--- src/rtl/max7219_pkg.sv ---
// Shared MAX7219 register map and the word-splitting helper used by the
// frame decoder.
package max7219_pkg;

  localparam logic [3:0] REG_NOOP      = 4'h0;
  localparam logic [3:0] REG_DIGIT0    = 4'h1;
  localparam logic [3:0] REG_DIGIT1    = 4'h2;
  localparam logic [3:0] REG_DIGIT2    = 4'h3;
  localparam logic [3:0] REG_DIGIT3    = 4'h4;
  localparam logic [3:0] REG_DIGIT4    = 4'h5;
  localparam logic [3:0] REG_DIGIT5    = 4'h6;
  localparam logic [3:0] REG_DIGIT6    = 4'h7;
  localparam logic [3:0] REG_DIGIT7    = 4'h8;
  localparam logic [3:0] REG_DECODE    = 4'h9;
  localparam logic [3:0] REG_INTENSITY = 4'hA;
  localparam logic [3:0] REG_SCANLIMIT = 4'hB;
  localparam logic [3:0] REG_SHUTDOWN  = 4'hC;
  localparam logic [3:0] REG_TEST      = 4'hF;

  typedef struct packed {
    logic [3:0] addr;
    logic [7:0] data;
  } word_t;

  // Only the low 12 bits of a 16-bit word carry meaning.
  function automatic word_t split_word(input logic [11:0] w);
    word_t r;
    r.addr = w[11:8];
    r.data = w[7:0];
    return r;
  endfunction

  function automatic logic is_digit(input logic [3:0] a);
    return (a >= REG_DIGIT0) && (a <= REG_DIGIT7);
  endfunction

endpackage

--- src/rtl/sync_edge.sv ---
// Multi-flop synchronizer for one asynchronous input, plus rising-edge
// detection on the synchronized copy.
module sync_edge #(
  parameter int   STAGES  = 2,
  parameter logic RST_VAL = 1'b0
) (
  input  logic clk,
  input  logic rst,
  input  logic din,
  output logic q,
  output logic rise
);

  logic [STAGES-1:0] pipe;
  logic              prev;

  always_ff @(posedge clk) begin
    if (rst) begin
      pipe <= {STAGES{RST_VAL}};
      prev <= RST_VAL;
    end else begin
      pipe[0] <= din;
      for (int i = 1; i < STAGES; i++) pipe[i] <= pipe[i-1];
      prev <= pipe[STAGES-1];
    end
  end

  assign q    = pipe[STAGES-1];
  assign rise = q & ~prev;

endmodule

--- src/rtl/max7219_frame_capture.sv ---
// Snoops a cascaded MAX7219 serial link and mirrors the digit rows,
// shutdown and display-test state of every device in the chain.
module max7219_frame_capture
  import max7219_pkg::*;
#(
  parameter  int CHAIN_LEN   = 4,
  parameter  int SYNC_STAGES = 2,
  localparam int DEV_W       = (CHAIN_LEN > 1) ? $clog2(CHAIN_LEN) : 1
) (
  input  logic                 clk,
  input  logic                 rst,
  input  logic                 max_cs,
  input  logic                 max_clk,
  input  logic                 max_data,
  input  logic [DEV_W-1:0]     rd_dev,
  input  logic [2:0]           rd_row,
  output logic [7:0]           rd_data,
  output logic [CHAIN_LEN-1:0] shutdown,
  output logic [CHAIN_LEN-1:0] disp_test,
  output logic                 frame_valid,
  output logic                 frame_err
);

  localparam int FRAME_BITS = CHAIN_LEN * 16;
  localparam int CNT_W      = $clog2(FRAME_BITS + 2);
  localparam logic [CNT_W-1:0] CNT_FULL  = CNT_W'(FRAME_BITS);
  localparam logic [CNT_W-1:0] CNT_SAT   = CNT_W'(FRAME_BITS + 1);
  localparam logic [DEV_W:0]   DEV_LIMIT = (DEV_W + 1)'(CHAIN_LEN);

  logic cs_q, cs_rise, clk_q, clk_rise, data_q, data_rise_unused;

  sync_edge #(.STAGES(SYNC_STAGES), .RST_VAL(1'b1)) u_sync_cs (
    .clk(clk), .rst(rst), .din(max_cs), .q(cs_q), .rise(cs_rise));
  sync_edge #(.STAGES(SYNC_STAGES), .RST_VAL(1'b0)) u_sync_clk (
    .clk(clk), .rst(rst), .din(max_clk), .q(clk_q), .rise(clk_rise));
  sync_edge #(.STAGES(SYNC_STAGES), .RST_VAL(1'b0)) u_sync_data (
    .clk(clk), .rst(rst), .din(max_data), .q(data_q), .rise(data_rise_unused));

  logic [FRAME_BITS-1:0] sr;
  logic [CNT_W-1:0]      bit_cnt;
  logic                  shift_en, commit, reject;
  logic                  msb_unused;

  // A serial clock edge while CS is high never shifts, which also covers
  // the cycle in which the CS rising edge itself is seen.
  assign shift_en   = clk_rise & ~cs_q;
  assign commit     = cs_rise & (bit_cnt == CNT_FULL);
  assign reject     = cs_rise & (bit_cnt != CNT_FULL);
  assign msb_unused = sr[FRAME_BITS-1];

  always_ff @(posedge clk) begin
    if (rst) begin
      sr      <= '0;
      bit_cnt <= '0;
    end else if (cs_rise) begin
      bit_cnt <= '0;
    end else if (shift_en) begin
      sr <= {sr[FRAME_BITS-2:0], data_q};
      if (bit_cnt != CNT_SAT) bit_cnt <= bit_cnt + 1'b1;
    end
  end

  // The word shifted last sits at the bottom and belongs to device 0.
  word_t dev_word [CHAIN_LEN];

  always_comb begin
    for (int d = 0; d < CHAIN_LEN; d++) dev_word[d] = split_word(sr[16*d +: 12]);
  end

  logic [7:0] fb [CHAIN_LEN][8];

  always_ff @(posedge clk) begin
    if (rst) begin
      for (int d = 0; d < CHAIN_LEN; d++)
        for (int r = 0; r < 8; r++) fb[d][r] <= '0;
      shutdown    <= '1;
      disp_test   <= '0;
      frame_valid <= 1'b0;
      frame_err   <= 1'b0;
    end else begin
      frame_valid <= commit;
      frame_err   <= reject;
      if (commit) begin
        for (int d = 0; d < CHAIN_LEN; d++) begin
          if (is_digit(dev_word[d].addr))
            fb[d][3'(dev_word[d].addr - 4'd1)] <= dev_word[d].data;
          else if (dev_word[d].addr == REG_SHUTDOWN)
            shutdown[d] <= ~dev_word[d].data[0];
          else if (dev_word[d].addr == REG_TEST)
            disp_test[d] <= dev_word[d].data[0];
        end
      end
    end
  end

  // Registered read; a same-cycle commit lands after the read samples.
  always_ff @(posedge clk) begin
    if (rst)
      rd_data <= '0;
    else if ({1'b0, rd_dev} < DEV_LIMIT)
      rd_data <= fb[rd_dev][rd_row];
    else
      rd_data <= '0;
  end

endmodule

--- config.mk ---
export PLATFORM = sky130hd
export DESIGN_NAME = max7219_frame_capture
export DESIGN_NICKNAME = d
export VERILOG_FILES = /design/src/rtl/max7219_pkg.sv /design/src/rtl/sync_edge.sv /design/src/rtl/max7219_frame_capture.sv
export SDC_FILE = /design/constraint.sdc
export NUM_CORES = 1
export LEC_CHECK = 0
export ABC_AREA = 1
export BUFFER_PORTS_ARGS = -buffer_cell sky130_fd_sc_hd__buf_2
export CORE_ASPECT_RATIO = 2
export CORE_MARGIN = 1.5
export CORE_UTILIZATION = 52
export CTS_CLUSTER_SIZE = 14
export DETAILED_ROUTE_END_ITERATION = 7
export PLACE_DENSITY_LB_ADDON = 0.25
export SLEW_MARGIN = 20
export SYNTH_ARGS = -nofsm -noshare
export SYNTH_HDL_FRONTEND = slang
export SYNTH_SLANG_ARGS = --single-unit
--- constraint.sdc ---
create_clock -name clk -period 2.3 [get_ports clk]
set_clock_uncertainty 0.15 [all_clocks]
set_input_delay 0.115 -clock clk [delete_from_list [all_inputs] [get_ports clk]]
set_output_delay 0.115 -clock clk [all_outputs]
set_load 0.03 [all_outputs]
After elaboration in Yosys (flattened, before gate mapping)
Memory sizes are Yosys's and may differ from the RTL's.
Index checks and enable logic that the tools add are counted.
- RAM bits: 256
- logic and storage cells: 638
- output and inout port bits: 18
- memories: 1
- bits of input ports: 10
- bits in registers: 93
- equal/unequal tests: 11
- add/sub/neg operators: 5
- multiplexer cells: 285
- reductions and logical operators: 19
- bitwise operators: 282
- $lt $le $gt $ge: 17
- memories (memory ; depth ; width ; rd ports ; clocked after Yosys merged registers in ; write ports ; line ; RTL):
    fb ; 4 ; 64 ; 1 ; 0 ; 4 ; max7219_frame_capture.sv:70 ; logic [7:0] fb [CHAIN_LEN][8];
- operators by type and width (kind ; count):
    2-to-1 mux 1 bit ; 270
    2-to-1 mux 64 bit ; 4
    OR 1 bit ; 256
    demux 8 bit (select 3 bit) ; 4
    2-to-1 mux 8 bit ; 6
    equality test 4 bit, second input constant ; 8
    binary-select mux 8 bit (select 3 bit) ; 1
    greater-or-equal comparator 4 bit, second input constant ; 5
    NOT 3 -> 4 bit ; 5
    greater-or-equal comparator 4 x 1 -> 1 bit, second input constant ; 4
    <= comparator 4 bit, second input constant ; 4
    < comparator 4 x 1 -> 1 bit, second input constant ; 4
    NOT 1 bit ; 16
    AND reduction 4 bit ; 4
    inequality test 7 bit, second input constant ; 2
    AND reduction 3 bit ; 4
    subtractor 3 x 1 -> 3 bit, second input constant ; 4
    logical AND 1 bit ; 8
    adder 7 x 1 -> 7 bit, second input constant ; 1
    equality test 7 bit, second input constant ; 1
    bitwise AND 1 bit ; 5
    AND reduction 2 bit ; 2
    OR reduction 2 bit ; 1

Longest topological paths before layout
Gate-level depths: netlist of the first run.
- depth in word-level cells: 8
- gate-level depth with buffers: 13
- depth with buffers taken out: 12

By module
A second synthesis of the first run with hierarchy kept.
- cell total of the unflattened synthesis: 2058
- area, all modules: 15956.6 um2
- modules (own cells, without submodules) (module ; area an instance (um2) ; cells each ; times used ; seq. area each (um2)):
    max7219_frame_capture ; 15691.3 ; 2027 ; 1 ; 8187.9
    sync_edge (u_sync_clk ...) ; 86.3 ; 10 ; 2 ; 60.1
    sync_edge (u_sync_cs) ; 92.6 ; 11 ; 1 ; 60.1

Worst setup path after synthesis of the first run
Ideal clock, no wire load.
- path type: register to register
- from: register sr[56]
- to: memory fb[1][0] (netlist bit) (data pin)
- period minus slack after synthesis: 2.511 ns
- data required time: 1.878 ns
- cell stages (with the launch flop): 10
- data arrival time: 2.089 ns
- setup slack: -0.211 ns
- setup time: 0.272 ns
- path buffers: 1
- cell sequence: dfxtp_1 -> inv_1 -> ha_1 -> inv_1 -> nor2_2 -> nand2_1 -> nand2_1 -> o31ai_2 -> buf_2 -> nor2_1
- RTL lines (what ; line ; RTL):
    start, declared ; max7219_frame_capture.sv:39 ; logic [FRAME_BITS-1:0] sr;
    start signal, assigned ; max7219_frame_capture.sv:58 ; sr <= {sr[FRAME_BITS-2:0], data_q};
    end, declared ; max7219_frame_capture.sv:70 ;

==> run metrics, run 1 <==
grt total ovfl 0; die area 31880 sq um; top post-synthesis cells by count 502 x nand2_1, 343 x nor2_1, 213 x dfxtp_1, 195 x nand3_1, 153 x inv_1; Met2 Wirelength 24.03 mm; sequential area share after synthesis 0.5219; setup tns final 0 ns; synth unique cells 33; core area 30180 sq um; WL final 45.48 mm; mux cell area share after synthesis 0; net count after synthesis 2062; WL per Instance 18.52 um; Starting Density 0.5300; Final min period 2.248 ns; largest family of logic cells by synthesized area simple AND/OR/NAND/NOR gates; vias in the first global route 12590; maximum VDD drop 645.2 uV; Yosys warning count 0; reg2reg end fb[3][1]; I/O Pins 28; Worst Path Max Fanout 11; Total GRT Usage 0.2797; met1 WL 16.35 mm; clock latency at the later pin of the worst-skew pair 0.53 ns; first-pass GRT wire length 68.82 mm; Max Root-Sink Buffers 3; Avg Synthesized Cell Area 7.852 sq um; R2R cell count 13; mapped cell area 15990 sq um; Final Net Count 2087; Post-Synth XOR/XNOR Area 0.001095; EDFF count, synth 136; Slew @ Worst Pin 0.7691 ns; R2R setup slack 0.05 ns; top_reg_cell synth dfxtp_1; Max Used Layer met4; final antenna diode count 0; Routed Antenna Nets 0; Area growth, synth to finish 13.40%; Final setup viols 0; drt pass-1 iters 5; kind of critical path reg -> reg; CP required 2.56 ns; fin crit share 0.9774; hpwl dp 31.59 mm; root buf cell clkbuf_16; die height 251.0 um; Worst setup EP type flop; largest net degree at the start of global routing 170; max cap viols 0; Yosys top cell area share 0.2666; met3 WL 2.089 mm; Die W 127.0 um; gp weighted congestion 0.9193; PD cells 719.5 nW/um^2; Final Max Slew Viols 0; Layout fillers 2704; post-route insts no fill 2456; Worst Path Arrival 2.51 ns; count leader, synth nand2_1; CTS tree built; hold endpoint rd_data[6]; clock slew seen by the registers of the worst setup and hold paths 0.06 ns; Fmax achieved 0.4448 GHz; Cell Rows 90; H-tree depth 2; placed instance count 2377; Yosys reg bits 349; Synth Area in Adders 0.01173; Worst Min Path Start rd_row[1]; RR Startpoint sr[57]; Design Area, Final 18140 sq um; largest area contributor in the netlist dfxtp_1; total CTS buffers 34; Pleak 7.684 nW; Simple-Gate Fraction of Synth Area 0.3033; Async SR Flop Fraction 0; Sink Count 349; hold path cells 5; compound-gate portion of the synthesized area 0.08730; vias per cell 5.481; Hold Crit Class in -> reg; Port Buf Inserts 27; layout cells sized above 1 0.1164; RSZ-0062 raised after global routing true; Hold Vio Cnt, Final 0; Placed Area 16650 sq um; Cells after Synth 2037; Worst slew margin 0.4873; initial antenna violation count 0; Area contributors post-synth dfxtp_1 27%, edfxtp_1 26%, nand2_1 12%, nor2_1 8.0%, nand3_1 6.1%; drc violations 0; Initial DRC Count 1224; status completed; startpoint types flop; vias 13460
==> logic make-up after synthesis <==
| kind of cell | Yosys count |
|---|---|
| compound gates | 277 |
| fa+ha+maj | 15 |
| buf+inv | 287 |
| flops | 349 |
| simple gates | 1107 |
| xor+xnor | 2 |
==> cells in the final DEF, fill, tap and decap left out, types with 4 or more instances in the layout <==
master | netlist | layout
o21ai_0 | 134 | 130
nand2_1 | 502 | 489
ha_1 | 15 | 13
buf_6 | 9 | 4
clkbuf_8 | 0 | 6
clkbuf_16 | 0 | 36
nor2_1 | 343 | 333
nand3_1 | 195 | 193
buf_4 | 2 | 54
nor2_4 | 3 | 7
inv_6 | 1 | 5
nand4_4 | 8 | 8
edfxtp_1 | 136 | 136
nor3_1 | 14 | 14
buf_2 | 29 | 26
nor2_8 | 7 | 7
o21ai_1 | 5 | 9
nor2_2 | 5 | 11
nand2_4 | 11 | 15
clkbuf_1 | 58 | 8
clkinv_2 | 0 | 5
clkinv_1 | 8 | 8
nand2_2 | 3 | 12
a21oi_1 | 136 | 133
buf_12 | 0 | 11
nand3_2 | 4 | 4
inv_1 | 153 | 150
dfxtp_1 | 213 | 210
nand4_1 | 8 | 8
dlygate4sd3_1 | 0 | 7
inv_2 | 9 | 8
==> layout make-up <==
cell class	instances	area [sq um]	area share
tap	368	460.4	0.02539
timing repair buffer	105	935.9	0.05160
inverter	171	660.6	0.03642
sequential	349	8352	0.4605
clock buffer	49	970.9	0.05353
clock inverter	13	166.4	0.009175
multi-input combinational	1401	6591	0.3634
==> timing repair <==
action | 4_1_cts | 5_1_grt
hold buffers | 7 | 0
setup endpoints to repair | 88 | 279
pin swaps | 0 | 1
setup buffers | 0 | 5
hold endpoints to repair | 14 | 0
resized for setup | 2 | 44
cloned | 0 | 5
==> worst max path at each step <==
stage                 to   start  cells after the start
6_report        fb[3][1]  sr[57]                     13
5_1_grt         fb[3][1]  sr[57]                     13
4_1_cts        fb[1][62]  sr[41]                      9
3_5_place_dp   fb[1][52]  sr[41]                     10
3_3_place_gp   fb[1][54]  sr[41]                      9
2_1_floorplan  fb[1][32]  sr[24]                     10
==> worst max-delay path: stages (launching register included) <==
cell and delay (ns):
dfxtp_2 0.33, inv_1 0.06, buf_4 0.13, ha_1 0.18, inv_1 0.06, nand2_1 0.05
nand2_1 0.08, nand2_2 0.09, buf_12 0.17, nand3_2 0.10, nand3_4 0.23, clkbuf_16 0.26
a21oi_1 0.16, nor2_1 0.07
==> stage by stage <==
| step | util | worst slack (ns) | total power, mW | hold slack (ns) |
|---|---|---|---|---|
| 3_3_place_gp | 0.5518 | -0.0006338 | 7.444 | 0.1495 |
| 6_report | 0.6010 | 0.05204 | 13.05 | 0.01778 |
| 3_5_place_dp | 0.5518 | -0.06762 | 7.458 | 0.1494 |
| 4_1_cts | 0.5919 | -0.07752 | 13.10 | 0.003768 |
| 5_1_grt | 0.6010 | -0.06005 | 13.42 | 0.05463 |
| 2_1_floorplan | - | -0.1455 | 7.195 | 0.04597 |
==> per-layer routing <==
metal	up-vias	global-route usage
met4	0	0.1597
li1	6608	-
met2	430	0.5113
met1	6276	0.3115
met5	-	0
met3	147	0.02958
==> sequential cells by signal (all words and copies together), names as in the netlist <==
| register | count |
|---|---|
| bit_cnt | 7 |
| rd_data | 8 |
| frame_err | 1 |
| u_sync_cs.prev | 1 |
| u_sync_clk.prev | 1 |
| disp_test | 4 |
| shutdown | 4 |
| u_sync_clk.pipe | 2 |
| fb | 256 |
| u_sync_cs.pipe | 2 |
| u_sync_data.pipe | 2 |
| sr | 60 |
| frame_valid | 1 |
==> where the power goes <==
group,internal (mW),switching [mW]
logic,0.226,0.559
registers,6.52,0.0498
clock network,3.31,2.39
Note: power is estimated with default switching activity, not from simulation.
==> run 2, diff against run 1 <==
Clock period 2.3 ns to 2.2 ns, I/O delays scaled along.
==> run 2 against run 1 <==
  * Sequential power rose by 4.7%
  * Via count fell by 0.20%
  * Global-route usage rose by 1.6 points
  * Clock power fell by 7.7%
  * Die area did not move
  * Critical path depth fell by 3
==> run metrics, run 2 (synthesized netlist as in run 1, its figures left out) <==
status completed; Final setup viols 0; grt total ovfl 0; kind of critical path reg -> reg; Initial DRC Count 1128; Pleak 7.595 nW; Total GRT Usage 0.2953; CP required 2.32 ns; Total Power 12.98 mW; Final Max Slew Viols 0; Starting Density 0.5300; R2R setup slack 0.07 ns; vias per cell 5.490; RSZ-0062 raised after global routing true; Final Net Count 2080; die area 31880 sq um; max reg flops 256; final antenna diode count 0; RR Startpoint bit_cnt[1]; H-tree depth 1; clock slew seen by the registers of the worst setup and hold paths 0.07 ns; Worst Path Arrival 2.25 ns; Area growth, synth to finish 12.45%; Final min period 2.130 ns; fin crit share 0.9681; Sink Count 349; hold endpoint rd_data[1]; clock latency at the later pin of the worst-skew pair 0.59 ns; vias in the first global route 13020; startpoint types flop; CTS tree built; hold_ws 0.07141 ns; reg2reg end fb[0][1]; Die W 127.0 um; Port Buf Inserts 27; total CTS buffers 31; Top reg by flops fb; hold path cells 6; post-route insts no fill 2447; Max Root-Sink Buffers 3; Cell Rows 90; most frequent cells in the layout 488 x nand2_1, 328 x nor2_1, 210 x dfxtp_1, 192 x nand3_1, 148 x inv_1; I/O Pins 28; Routed Antenna Nets 0; vias 13430; R2R cell count 10; WL final 47.43 mm; max cap viols 0; Fmax achieved 0.4695 GHz; layout cells sized above 1 0.1145; WL per Instance 19.38 um; drt pass-1 iters 6; Worst Min Path Start rd_row[0]; PD cells 721.8 nW/um^2; Worst Path Max Fanout 8; Layout fillers 2696; hpwl dp 33.44 mm; Worst slew margin 0.5112; die height 251.0 um; gp weighted congestion 0.9384; core area 30180 sq um; Slew @ Worst Pin 0.7321 ns; initial antenna violation count 0; Hold Vio Cnt, Final 0; first-pass GRT wire length 71.53 mm; maximum VDD drop 609.6 uV; Hold Crit Class in -> reg; Worst setup EP type flop; Util after Layout 0.5960; drc violations 0; placed instance count 2373; root buf cell clkbuf_16; commonest non-fill, non-tap cell in the layout nand2_1; largest net degree at the start of global routing 153; biggest regs fb x256, sr x60, rd_data x8
==> run 2: cell count changes in the layout (fill, tap and decap cells not counted), sizes merged <==
cell | before | now
clkinvlp | 1 | 2
bufinv | 3 | 0
dlygate4sd3 | 7 | 9
clkinv | 15 | 14
buf | 96 | 91
inv | 165 | 162
==> run 2: cell type report <==
class | count | area, sq um | share of cell area
Sequential cell | 349 | 8354 | 0.4645
Clock buffer | 50 | 917.1 | 0.05099
Inverter | 171 | 658.1 | 0.03659
Multi-Input combinational cell | 1401 | 6608 | 0.3674
Timing Repair Buffer | 101 | 950.9 | 0.05287
Clock inverter | 7 | 37.54 | 0.002087
Tap cell | 368 | 460.4 | 0.02560
==> run 2: what timing repair did <==
| item | CTS | global route |
|---|---|---|
| setup endpoints to repair | 49 | 374 |
| endpoints found under the hold margin | 36 | 0 |
| hold buffers | 9 | 0 |
| setup buffers | 0 | 6 |
| cloned | 0 | 2 |
| pin swaps | 0 | 7 |
| gates resized for setup | 7 | 35 |
==> run 2: through the flow <==
stage                     TNS, ns  instance area (sq um)  setup slack, ns
after floorplan            -5.737                  16060          -0.1046
after CTS                       0                  17780         0.006943
after detailed placement   -5.394                  16710          -0.2003
final                           0                  17990          0.07013
after global placement     -2.907                  16710          -0.1520
after global routing       -2.118                  17990         -0.04890
==> run 2: how the worst max path moves through the flow <==
stage	start	to	depth (start not counted)
2_1_floorplan	sr[24]	fb[1][32]	10
3_3_place_gp	bit_cnt[0]	fb[1][37]	9
3_5_place_dp	bit_cnt[1]	fb[1][37]	9
4_1_cts	sr[25]	fb[1][39]	11
5_1_grt	sr[9]	fb[0][52]	9
6_report	bit_cnt[1]	fb[0][1]	10
==> run 2: power by group <==
part	switching [mW]	total (mW)	leakage, nW	internal [mW]
combinational	0.599	0.837	4.00	0.238
sequential	0.0675	6.88	3.13	6.81
clock	2.43	5.26	0.470	2.84
==> run 2: critical path: stages (launching register included) <==
cell     delay [ns]
dfxtp_1        0.31
inv_1          0.11
ha_1           0.18
nand2_2        0.09
nor2_8         0.15
nand2_4        0.09
nor2_8         0.15
nand2_4        0.12
nor2_8         0.24
nand2_4        0.07
nand2_2        0.17
==> run 2: per-layer routing <==
metal / GRT usage / vias to the layer above / part of all wire
met3: 0.03086 / 183 / 0.047
met1: 0.3100 / 6194 / 0.35
met4: 0.2214 / 0 / 0.088
met5: 0 / - / 0
li1: - / 6585 / -
met2: 0.5360 / 472 / 0.51
==> run 3, diff against run 2 <==
Clock period 2.2 ns to 2.33 ns, I/O delays scaled along.
==> run 3 against run 2 <==
  * Routed wire length is 7.4% lower
  * Final cell count down 0.45%
  * Register-to-register slack improved by 0.04 ns
  * Global-route usage fell by 1.6 points
  * Maximum frequency shrank 4.2%
  * Clock power fell by 3%
  * Critical path type unchanged
==> run metrics, run 3 (synthesized netlist as in run 1, its figures left out) <==
status completed; die height 251.0 um; vias in the first global route 12720; H-tree depth 1; Worst Path Arrival 2.35 ns; Util after Layout 0.5905; initial antenna violation count 0; slowest cell on the critical path dfxtp_1; PD cells 692.2 nW/um^2; core area 30180 sq um; Hold Vio Cnt, Final 0; CP dominant cell by count buf_4; CP required 2.45 ns; Area growth, synth to finish 11.41%; die area 31880 sq um; clock slew seen by the registers of the worst setup and hold paths 0.07 ns; Final Net Count 2069; Routed Antenna Nets 0; final antenna diode count 0; largest net degree at the start of global routing 211; most frequent cells in the layout 490 x nand2_1, 332 x nor2_1, 212 x dfxtp_1, 194 x nand3_1, 153 x inv_1; max cap viols 0; root buf cell clkbuf_16; fin crit share 0.9547; PnR worst setup slack 0.1056 ns; Final min period 2.224 ns; max reg flops 256; Worst setup EP type flop; Top reg by flops fb; gp weighted congestion 0.9846; Total GRT Usage 0.2794; vias per cell 5.417; Fmax achieved 0.4496 GHz; Die W 127.0 um; Cell Rows 90; Initial DRC Count 1068; Max Root-Sink Buffers 3; commonest non-fill, non-tap cell in the layout nand2_1; setup tns final 0 ns; Pleak 7.546 nW; Worst slew margin 0.3144; WL per Instance 18.02 um; CTS tree built; critical-path cell list inv_1 > ha_1 > nand2_2 > nor2_8 > buf_4 > nand3_2 > inv_4 > nand3_1 > o21ai_1 > buf_4; maximum VDD drop 618.5 uV; hpwl dp 31.35 mm; I/O Pins 28; Final Max Slew Viols 0; Final setup viols 0; vias 13200; Starting Density 0.5300; worst slack, placed -0.05354 ns; WL final 43.90 mm; clock latency at the later pin of the worst-skew pair 0.58 ns; drt pass-1 iters 6; Sink Count 349; grt total ovfl 0; Port Buf Inserts 27; crit-path max cell delay 0.34 ns; startpoint types flop; Worst path top cell family by delay buffers and inverters; Slew @ Worst Pin 1.028 ns; RSZ-0062 raised after global routing true; biggest regs fb x256, sr x60, rd_data x8; Hold Crit Class in -> reg; layout cells sized above 1 0.1015; total CTS buffers 31; Total Power 12.33 mW; Layout fillers 2749; kind of critical path reg -> reg; Worst Path Max Fanout 8; first-pass GRT wire length 69.22 mm; drc violations 0; Worst Path Buf+Inv 4
run 3: cell count changes in the layout (fill, tap and decap cells not counted), moves of 3 or more:
cell     delta
nand2_2     -7
inv_1       +5
nand2_4     +5
buf_12      -4
buf_6       -4
inv_2       -4
nor2_1      +4
nor2_2      -3
o21ai_0     +3
run 3: timing repair:
item	in CTS	in global routing
hold buffers	10	0
setup buffers	0	3
hold endpoints to repair	21	0
gates resized for setup	7	33
setup endpoints to repair	56	213
pin swaps	0	3
run 3: through the flow:
stage / std cells / area, sq um / hold WS, ns
6_report: 2436 / 17820 / 0.1222
5_1_grt: 2436 / 17820 / 0.1366
4_1_cts: 2433 / 17660 / 0.09962
3_5_place_dp: 2366 / 16560 / 0.1540
3_3_place_gp: 2366 / 16560 / 0.1513
2_1_floorplan: 2037 / 16020 / 0.04747
run 3: path summary, 6_finish.rpt:
check / slack (ns) / start / endpoint / depth (start not counted)
max: 0.11 / bit_cnt[0] / fb[1][54] / 10
min reg2reg: 0.26 / u_sync_clk.pipe[0] / u_sync_clk.pipe[1] / 2
min: 0.12 / rd_row[0] / rd_data[1] / 6
max reg2reg: 0.11 / bit_cnt[0] / fb[1][54] / 10
run 3: area by class of cell:
cell class	instances	area [sq um]	area share
multi-input combinational	1401	6586	0.3696
clock inverter	8	63.81	0.003581
inverter	171	659.4	0.03700
sequential	349	8349	0.4685
tap	368	460.4	0.02584
timing repair buffer	90	780.7	0.04381
clock buffer	49	919.6	0.05161
run 3: worst min-delay path: cells and delay by family:
kind | cells | cell delay (ns)
buffers and inverters | 2 | 0.35
and+or+nand+nor | 3 | 0.26
AOI/OAI and AO/OA | 1 | 0.07
run 3: where the power goes:
group	total (mW)	internal (mW)	switching (mW)
sequential	6.48	6.43	0.0514
combinational	0.769	0.222	0.548
clock	5.08	2.81	2.27
run 3: per-layer routing:
layer,GRT usage,vias to the layer above,wire length (um)
met1,0.3122,6108,16390
met5,0,-,0
met4,0.1731,0,2712
met3,0.02298,140,1652
met2,0.5082,369,23140
li1,-,6578,-
